File: src/rtl/mem_access_release.sv
// Release stage after the memory-access FIFO: holds the head until due, then pops it into a
// one-entry valid/ready output register. Define MEM_RELEASE_STATS_EN to build the statistics counters.
module mem_access_release #(
  parameter int unsigned ADDR_W      = 32,
  parameter int unsigned RAM_LOG     = 5,
  parameter int unsigned CNT_W       = 16,
  parameter int unsigned LATE_THRESH = 4
) (
  input  logic               clk,
  input  logic               reset,
  input  logic               stall_i,
  input  logic [CNT_W-1:0]   now_count,
  input  logic               head_valid,
  input  logic [RAM_LOG-1:0] head_ram_addr,
  input  logic [CNT_W-1:0]   head_in_time,
  input  logic [CNT_W-1:0]   head_out_time,
  input  logic [ADDR_W-1:0]  head_addr,
  output logic               pop,
  output logic               resp_valid,
  input  logic               resp_ready,
  output logic [RAM_LOG-1:0] resp_ram_addr,
  output logic [ADDR_W-1:0]  resp_addr,
  output logic [CNT_W-1:0]   resp_latency,
  output logic               resp_late,
  input  logic               stats_clear,
  output logic [31:0]        stat_retired,
  output logic [CNT_W-1:0]   stat_late,
  output logic [CNT_W-1:0]   stat_max_lat
);

  typedef enum logic [1:0] {IDLE, WAIT, HOLD} state_t;

  state_t           state_q, state_d;
  logic [CNT_W-1:0] slack;
  logic             due, cap, accept;

  // Wrap-safe due test: head is due once now has reached out_time (slack non-negative).
  always_comb begin
    slack  = now_count - head_out_time;
    due    = ~slack[CNT_W-1];
    accept = resp_valid & resp_ready;
    cap    = ~reset & head_valid & due & ~stall_i & (~resp_valid | resp_ready);
  end

  always_ff @(posedge clk) begin
    if (reset) state_q <= IDLE;
    else       state_q <= state_d;
  end

  always_comb begin
    state_d = state_q;
    case (state_q)
      IDLE, WAIT: begin
        if (cap)             state_d = HOLD;
        else if (head_valid) state_d = WAIT;
        else                 state_d = IDLE;
      end
      HOLD: begin
        if (cap)         state_d = HOLD;
        else if (accept) state_d = head_valid ? WAIT : IDLE;
      end
      default: state_d = IDLE;
    endcase
  end

  always_comb begin
    pop        = 1'b0;
    resp_valid = 1'b0;
    pop        = cap;
    resp_valid = (state_q == HOLD);
  end

  // Output payload only changes on capture, so it is stable under backpressure.
  always_ff @(posedge clk) begin
    if (reset) begin
      resp_ram_addr <= '0;
      resp_addr     <= '0;
      resp_latency  <= '0;
      resp_late     <= 1'b0;
    end else if (cap) begin
      resp_ram_addr <= head_ram_addr;
      resp_addr     <= head_addr;
      resp_latency  <= now_count - head_in_time;
      resp_late     <= (slack > CNT_W'(LATE_THRESH));
    end
  end

`ifdef MEM_RELEASE_STATS_EN
  // Statistics track accepted beats; clear overrides a same-cycle increment.
  always_ff @(posedge clk) begin
    if (reset || stats_clear) begin
      stat_retired <= '0;
      stat_late    <= '0;
      stat_max_lat <= '0;
    end else if (accept && !stall_i) begin
      stat_retired <= stat_retired + 32'd1;
      if (resp_late && (stat_late != '1)) stat_late <= stat_late + CNT_W'(1);
      if (resp_latency > stat_max_lat)    stat_max_lat <= resp_latency;
    end
  end
`else
  logic unused_stats_clear;
  assign unused_stats_clear = stats_clear;
  assign stat_retired = '0;
  assign stat_late    = '0;
  assign stat_max_lat = '0;
`endif

endmodule

File: config.mk
export PLATFORM = sky130hd
export DESIGN_NAME = mem_access_release
export DESIGN_NICKNAME = d
export VERILOG_FILES = /design/src/rtl/mem_access_release.sv
export SDC_FILE = /design/constraint.sdc
export NUM_CORES = 1
export LEC_CHECK = 0
export CAP_MARGIN = 5
export CELL_PAD_IN_SITES_DETAIL_PLACEMENT = 0
export CELL_PAD_IN_SITES_GLOBAL_PLACEMENT = 2
export CORE_MARGIN = 1.5
export CORE_UTILIZATION = 20
export CTS_CLUSTER_DIAMETER = 40
export DETAILED_ROUTE_END_ITERATION = 12
export PLACE_DENSITY = 0.81
export SYNTH_ARGS = -nofsm -noshare
export SYNTH_HDL_FRONTEND = slang
export SYNTH_SLANG_ARGS = --single-unit
File: constraint.sdc
create_clock -name clk -period 2.6 [get_ports clk]
set_input_delay 0.52 -clock clk [delete_from_list [all_inputs] [get_ports clk]]
set_output_delay 0.52 -clock clk [all_outputs]
set_load 0.01 [all_outputs]
==> reports/qor.csv, run 1 <==
stage,metric,value,unit
run_status,outcome,"complete, but fails checks",
run_status,violations,negative setup slack,
global_route,grt_pass1_wl,21100,um
logic_synthesis,synthAdderAreaFrac,9.82,%
layout,final_cell_mix,"buf_4 (118), clkdlybuf4s50_1 (107), nor2_1 (64), conb_1 (64), dfxtp_1 (56)",
worst_setup_path,cp-end-kind,output port,
job,cap_violations,0,
sta,layout_setup_ws,-0.108,ns
routing,num_vias,4250,
routing,drcViolationCount,0,
floorplanning,ios,211,
worst_setup_path,r2r-end,resp_addr[21],
logic_synthesis,synth.top_cell.area_share,26.5,%
clock_tree,cts-root-buf,clkbuf_16,
placed_design,dp_hpwl,9950,um
routing,detail-route-antenna-nets,0,
sta,clock_skew,0.00545,ns
logic_synthesis,synth_compound_area_share,16.1,%
worst_setup_path,worst-setup-path-type,in -> out,
logic_synthesis,synth-edff-count,0,
power,power.density,371,mW/mm^2
power,p_leak,0.00314,uW
sta,tightest_slew,0.651,ns
worst_setup_path,critPathSlowestCell,a211o_1,
sta,final_max_slew_viol_count,0,
placed_design,placed_cells,1008,
clock_tree,cts_tree,done,
logic_synthesis,synthArstFlopShare,0,%
logic_synthesis,synth.distinct_cells,58,
power,finalPower,2730,uW
layout,num_antenna_cells,0,
floorplanning,die_h,148,um
floorplanning,coreArea,0.0209,sq mm
logic_synthesis,synthSimpleGateAreaFrac,16.1,%
floorplanning,dieArea,0.0220,sq mm
global_route,grt_pass1_vias,4270,
min_path,hold_path.class,reg -> reg,
layout,layout-drive-gt1-share,31.1,%
clock_tree,cts.sinks,56,
logic_synthesis,ys.flop_type,dfxtp_1,
min_path,hold_end,resp_latency[11],
routing,viasPerCell,4.04,
worst_setup_path,crit_arrival,2.19,ns
logic_synthesis,synth_mux_area_share,11.1,%
clock_tree,cts_buffers,5,
layout,final_common_cell,buf_4,
sta,rsz0062_at_grt,true,
worst_setup_path,crit_fanout,2,
logic_synthesis,synth-xor-area-share,2.48,%
worst_setup_path,worstPathCellList,buf_8 -> ha_4 -> a211o_1 -> nand2b_4 -> o211a_4 -> o21a_1 -> a211oi_4 -> buf_2,
sta,hold_viol_final,0,
sta,max_freq,0.369,GHz
placed_design,gp_congestion,0.788,
logic_synthesis,synth-seq-cells,56,
floorplanning,std_cell_rows,53,
layout,nFillCells,2204,
sta,setup_viol,24,
min_path,worstHoldStart,resp_latency[11],
worst_setup_path,rr_startpoint,state_q[1],
logic_synthesis,synth_warnings,0,
global_route,grt_max_degree,56,
floorplanning,fp.dieW,148,um
global_route,antenna_found_initial,0,
logic_synthesis,synth.top_cells.by_area,"dfxtp_1 (27%), buf_4 (12%), mux2i_1 (11%), ha_1 (8.9%), nor2_1 (5.9%)",
min_path,hold-path-cell-count,2,
logic_synthesis,syn-cell-area,0.00423,sq mm
layout,nNetsFinal,898,
power,vdd_drop_max,0.246,mV
clock_tree,clockBufferDepth,2,
routing,firstDrtPassIters,4,
worst_setup_path,startpoint_type,primary input,
sta,slew-limit-headroom,56.6,%
global_route,gr-total-overflow,0,
layout,area_growth_syn_to_layout,73.8,%
routing,drtIter0Drc,81,
worst_setup_path,rrSetupSlack,0.31,ns
sta,period_share,104,%
placed_design,numPortBuffers,145,
worst_setup_path,max_stage_delay,0.29,ns
clock_tree,cts_htree_levels,2,
routing,routed_wl,14000,um
logic_synthesis,syn_inst,504,
worst_setup_path,startpoint,now_count[4],
global_route,gr-usage-all-layers,12.0,%
layout,final_cell_count_no_fill,1051,
floorplanning,initial_core_util,20.3,%
clock_tree,path_clk_slew,0.07,ns
worst_setup_path,crit_required,2.08,ns
routing,wl_per_cell,13.3,um
clock_tree,insertion_delay,0.30,ns
logic_synthesis,postSynthAreaPerCell,8.39,sq um
logic_synthesis,yosysTopAreaCell,dfxtp_1,
worst_setup_path,r2r_cells,9,
logic_synthesis,synth_top_family_by_area,buffers and inverters,
logic_synthesis,seq_area_frac_synth,26.5,%
sta,finalCriticalPeriod,2.71,ns
[worst max-delay path by stage]
stage	endpoint	slack (ns)
global placement	pop	-0.96
floorplan	resp_late	-0.01
finish	pop	-0.11
global route	pop	-0.14
CTS	pop	-0.21
detailed placement	pop	-0.96
[power breakdown]
group | internal [uW] | leakage, uW | switching, uW
clock network | 360 | 0.0000702 | 339
logic | 620 | 0.00262 | 506
registers | 886 | 0.000453 | 16.9
[Yosys cell counts, types with 3 or more instances]
library cell  instances
buf_4                65
o211a_1               3
xnor2_1               9
a21oi_1              21
a211oi_2              3
o21a_1                7
a211o_1               3
nand3_1              10
or2_2                 3
nor3b_1               3
ha_1                 30
nor2b_1               6
nor3_1                9
inv_1                45
clkbuf_1              7
o2111ai_1             5
nand3b_1              4
a21o_1                5
nand2b_1              9
nand2_1               6
o21ai_0              16
nor4_1                4
dfxtp_1              56
o2111a_1              3
o211ai_1              3
a211oi_1              4
and3_1                4
or3_1                 4
nor2_1               66
buf_6                 6
xor2_1                3
mux2i_1              47
o31a_1                3
[timing repair]
item | in CTS | in global routing
setup endpoints to repair | 57 | 56
pin swaps | 35 | 32
gates cloned | 1 | 5
setup buffers | 23 | 6
hold buffers | 0 | 0
gates resized for setup | 152 | 40
[metrics by stage]
step / hold slack, ns / util [%] / area (sq um) / worst slack (ns) / TNS [ns]
finish: 0.482 / 35.2 / 7350 / -0.108 / -0.633
global route: 0.499 / 35.2 / 7350 / -0.137 / -3.06
CTS: 0.485 / 33.8 / 7070 / -0.211 / -5.73
detailed placement: 0.463 / 31.0 / 6480 / -0.963 / -48.98
global placement: 0.455 / 31.0 / 6480 / -0.962 / -48.48
floorplan: 0.464 / - / 4500 / -0.0126 / -0.0210
[kinds of logic (layout without fill, tap and decap cells)]
| kind of cell | after synthesis | in the layout |
|---|---|---|
| AOI/OAI and AO/OA | 95 | 95 |
| xor gates and xnor gates | 12 | 12 |
| adders and majority gates | 32 | 32 |
| buffers and inverters | 124 | 333 |
| DFF | 56 | 56 |
| muxes | 47 | 47 |
| other | 1 | 64 |
| and+or+nand+nor | 137 | 137 |
[flip-flops by register name (all words and copies together) (netlist names)]
name           flops
resp_late          1
resp_latency      16
resp_ram_addr      5
resp_addr         32
state_q            2
[final cells by class]
cell class	count	area, sq um	area share, %
inverter	46	178	2.42
tap	275	344	4.68
sequential	56	1120	15.2
clock buffer	5	125	1.70
multi-input combinational	387	3030	41.3
clock inverter	3	21.3	0.289
timing repair buffer	279	2530	34.4
[worst max-delay path: cells and delay by family]
| family | cells | cell delay (ns) |
|---|---|---|
| AND/OR/NAND/NOR | 1 | 0.16 |
| AO/OA/AOI/OAI | 4 | 0.99 |
| buffers and inverters | 2 | 0.28 |
| adder cells (fa/ha/maj) | 1 | 0.23 |
[routing by layer]
metal | wire length [um] | vias to the layer above | GRT usage (%)
met1 | 5950 | 1961 | 14.2
met5 | 0 | - | 0
met2 | 6920 | 118 | 20.9
li1 | - | 2162 | -
met4 | 132 | 0 | 2.82
met3 | 999 | 9 | 3.68
No activity file was read; power rests on OpenSTA's default activity.
==> run 2, diff against run 1 <==
--- a/config.mk
+++ b/config.mk
@@ -10,6 +10,7 @@
 export CELL_PAD_IN_SITES_GLOBAL_PLACEMENT = 2
 export CORE_MARGIN = 1.5
 export CORE_UTILIZATION = 20
+export CTS_BUF_LIST = sky130_fd_sc_hd__clkbuf_8
 export CTS_CLUSTER_DIAMETER = 40
 export DETAILED_ROUTE_END_ITERATION = 12
 export PLACE_DENSITY = 0.81
==> run 2 against run 1 <==
Compared with the run above: highest routed layer unchanged; non-clock buffer count decreased by 6; die area unchanged; clock power decreased by 28%; design area decreased by 2.1%; flip-flop and latch count unchanged; the run still ends with negative setup slack left; register-to-register slack improved by 0.06 ns; first-iteration DRC count increased by 3.7%; routed wire length decreased by 2.1%; clock-buffer cell count unchanged; hold slack improved by 0.0064 ns.
==> reports/qor.csv, run 2 (synthesis results as in run 1) <==
stage,metric,value,unit,change
run_status,outcome,"complete, but fails checks",,
run_status,violations,negative setup slack,,
job,cap_violations,0,,unchanged
routing,wl_met3,1030,um,+3.4%
power,vdd_drop_max,0.253,mV,+3.0%
routing,detail-route-antenna-nets,0,,unchanged
sta,finalCriticalPeriod,2.73,ns,+0.0209 ns
placed_design,gp_congestion,0.788,,unchanged
layout,fin_area,0.00720,sq mm,-2.1%
floorplanning,dieArea,0.0220,sq mm,unchanged
worst_setup_path,critPathSlowestCell,a211o_1,,
worst_setup_path,r2r-end,resp_addr[0],,
floorplanning,coreArea,0.0209,sq mm,unchanged
min_path,hold-path-cell-count,3,,+1
placed_design,postPlaceCellArea,0.00648,sq mm,unchanged
clock_tree,path_clk_slew,0.11,ns,+0.04 ns
layout,final_cell_mix,"buf_4 (116), clkdlybuf4s50_1 (107), conb_1 (64)",,
floorplanning,initial_core_util,20.3,%,unchanged
power,power.density,347,mW/mm^2,-6.4%
global_route,grt_pass1_vias,4249,,-0.49%
placed_design,dp_hpwl,9950,um,unchanged
routing,num_vias,4210,,-0.94%
layout,multiInputGateArea,0.00299,sq mm,-1.5%
global_route,grt_pass1_wl,21200,um,+0.43%
routing,drtIter0Drc,84,,+3.7%
floorplanning,fp.dieW,148,um,unchanged
layout,regMostFlops,resp_addr,,
min_path,worstHoldStart,resp_ready,,
sta,tightest_slew,0.650,ns,-0.00124 ns
routing,viasPerCell,4.03,,-0.37%
sta,setup_viol,1,,-96%
sta,clock_skew,0.0136,ns,+0.00812 ns
worst_setup_path,r2r_cells,9,,unchanged
min_path,hold_end,state_q[0],,
layout,largest_reg_flops,32,,unchanged
sta,final_max_slew_viol_count,0,,unchanged
worst_setup_path,crit_required,2.08,ns,about the same
layout,utilization,34.5,%,-0.74 points
worst_setup_path,crit_arrival,2.21,ns,+0.02 ns
clock_tree,cts_htree_levels,2,,unchanged
worst_setup_path,rr_startpoint,state_q[1],,
global_route,gr-total-overflow,0,,unchanged
layout,reg.largest.list,"resp_addr (32), resp_latency (16), resp_ram_addr (5)",,
sta,max_freq,0.366,GHz,-0.77%
layout,nNetsFinal,892,,-0.67%
routing,routed_wl,13700,um,-2.1%
worst_setup_path,max_stage_delay,0.29,ns,about the same
routing,wl_met1,5870,um,-1.4%
routing,wl_met2,6670,um,-3.6%
sta,hold_viol_final,0,,unchanged
placed_design,numPortBuffers,145,,unchanged
sta,rsz0062_at_grt,true,,
power,p_leak,0.00309,uW,-1.5%
clock_tree,cts-root-buf,clkbuf_8,,
worst_setup_path,rrSetupSlack,0.37,ns,+0.06 ns
worst_setup_path,worst-setup-path-type,in -> out,,
global_route,gr-usage-all-layers,12.1,%,+0.14 points
routing,firstDrtPassIters,4,,unchanged
worst_setup_path,startpoint_type,primary input,,
sta,layout_setup_ws,-0.129,ns,-0.0209 ns
layout,seqCellArea,0.00112,sq mm,unchanged
min_path,hold_path.class,in -> reg,,
floorplanning,std_cell_rows,53,,unchanged
worst_setup_path,crit_fanout,2,,unchanged
routing,wl_per_cell,13.1,um,-1.6%
global_route,antenna_found_initial,0,,unchanged
floorplanning,ios,211,,unchanged
layout,area_growth_syn_to_layout,70.1,%,
layout,layout-drive-gt1-share,30.0,%,-1.1 points
clock_tree,insertion_delay,0.32,ns,+0.02 ns
global_route,grt_max_degree,56,,unchanged
layout,num_antenna_cells,0,,unchanged
worst_setup_path,cp-end-kind,output port,,
clock_tree,clockBufferDepth,2,,unchanged
clock_tree,cts.sinks,56,,unchanged
floorplanning,die_h,148,um,unchanged
clock_tree,cts_buffers,5,,unchanged
sta,period_share,105,%,+0.81 points
routing,drcViolationCount,0,,unchanged
worst_setup_path,worstPathCellList,buf_8 -> ha_4 -> a211o_1 -> nand2b_4 -> o211a_4 -> o21a_1 -> a211oi_4 -> buf_2,,
sta,slew-limit-headroom,56.7,%,+0.082 points
routing,highest_layer,met4,,
layout,final_common_cell,buf_4,,
clock_tree,cts_tree,done,,
layout,nFillCells,2208,,+0.18%
power,finalPower,2500,uW,-8.4%
run 2: cell count changes in the layout (fill, tap and decap cells not counted), sizes merged:
cell	previous run	this run
dlymetal6s2s	3	5
dlygate4sd2	12	13
clkdlybuf4s15	5	3
buf	146	139
run 2: power by group:
part	total, uW	switching (uW)	internal (uW)
combinational	1090	493	598
clock	505	313	192
sequential	904	16.8	887
run 2: metrics by stage:
step	hold slack, ns	setup TNS (ns)	cells	worst slack, ns
6_report	0.488	-0.129	1045	-0.129
3_3_place_gp	0.455	-48.48	1008	-0.962
3_5_place_dp	0.463	-48.98	1008	-0.963
5_1_grt	0.475	-0.470	1045	-0.161
4_1_cts	0.490	-3.89	1038	-0.211
2_1_floorplan	0.464	-0.0210	567	-0.0126
run 2: how the worst max path moves through the flow:
stage	from	endpoint	slack, ns	cells past startpoint
after floorplan	now_count[0]	resp_late	-0.01	11
after global placement	now_count[4]	pop	-0.96	8
after detailed placement	now_count[4]	pop	-0.96	8
after CTS	head_out_time[4]	pop	-0.21	9
after global routing	head_out_time[4]	pop	-0.16	9
final	now_count[4]	pop	-0.13	8
run 2: per-layer routing:
metal | up-vias | track usage, %
met4 | 0 | 2.67
met3 | 8 | 3.77
met1 | 1927 | 14.5
li1 | 2150 | -
met2 | 125 | 21.1
met5 | - | 0
run 2: critical path, delay by kind of cell:
kind / cells / cell delay [ns]
adder cells (fa/ha/maj): 1 / 0.23
AO/OA/AOI/OAI: 4 / 1.01
AND/OR/NAND/NOR: 1 / 0.16
buffers and inverters: 2 / 0.29
run 2: final cells by class:
class | count | area share, %
Tap cell | 275 | 4.78
Timing Repair Buffer | 273 | 34.4
Clock inverter | 3 | 0.296
Sequential cell | 56 | 15.6
Clock buffer | 5 | 0.956
Multi-Input combinational cell | 387 | 41.5
Inverter | 46 | 2.47
run 2: what timing repair did:
item,4_1_cts,5_1_grt
hold buffers,0,0
resized for setup,130,45
hold endpoints to repair,0,0
pin swaps,28,26
endpoints found under the setup margin,57,56
setup buffers,20,6
cloned,2,2
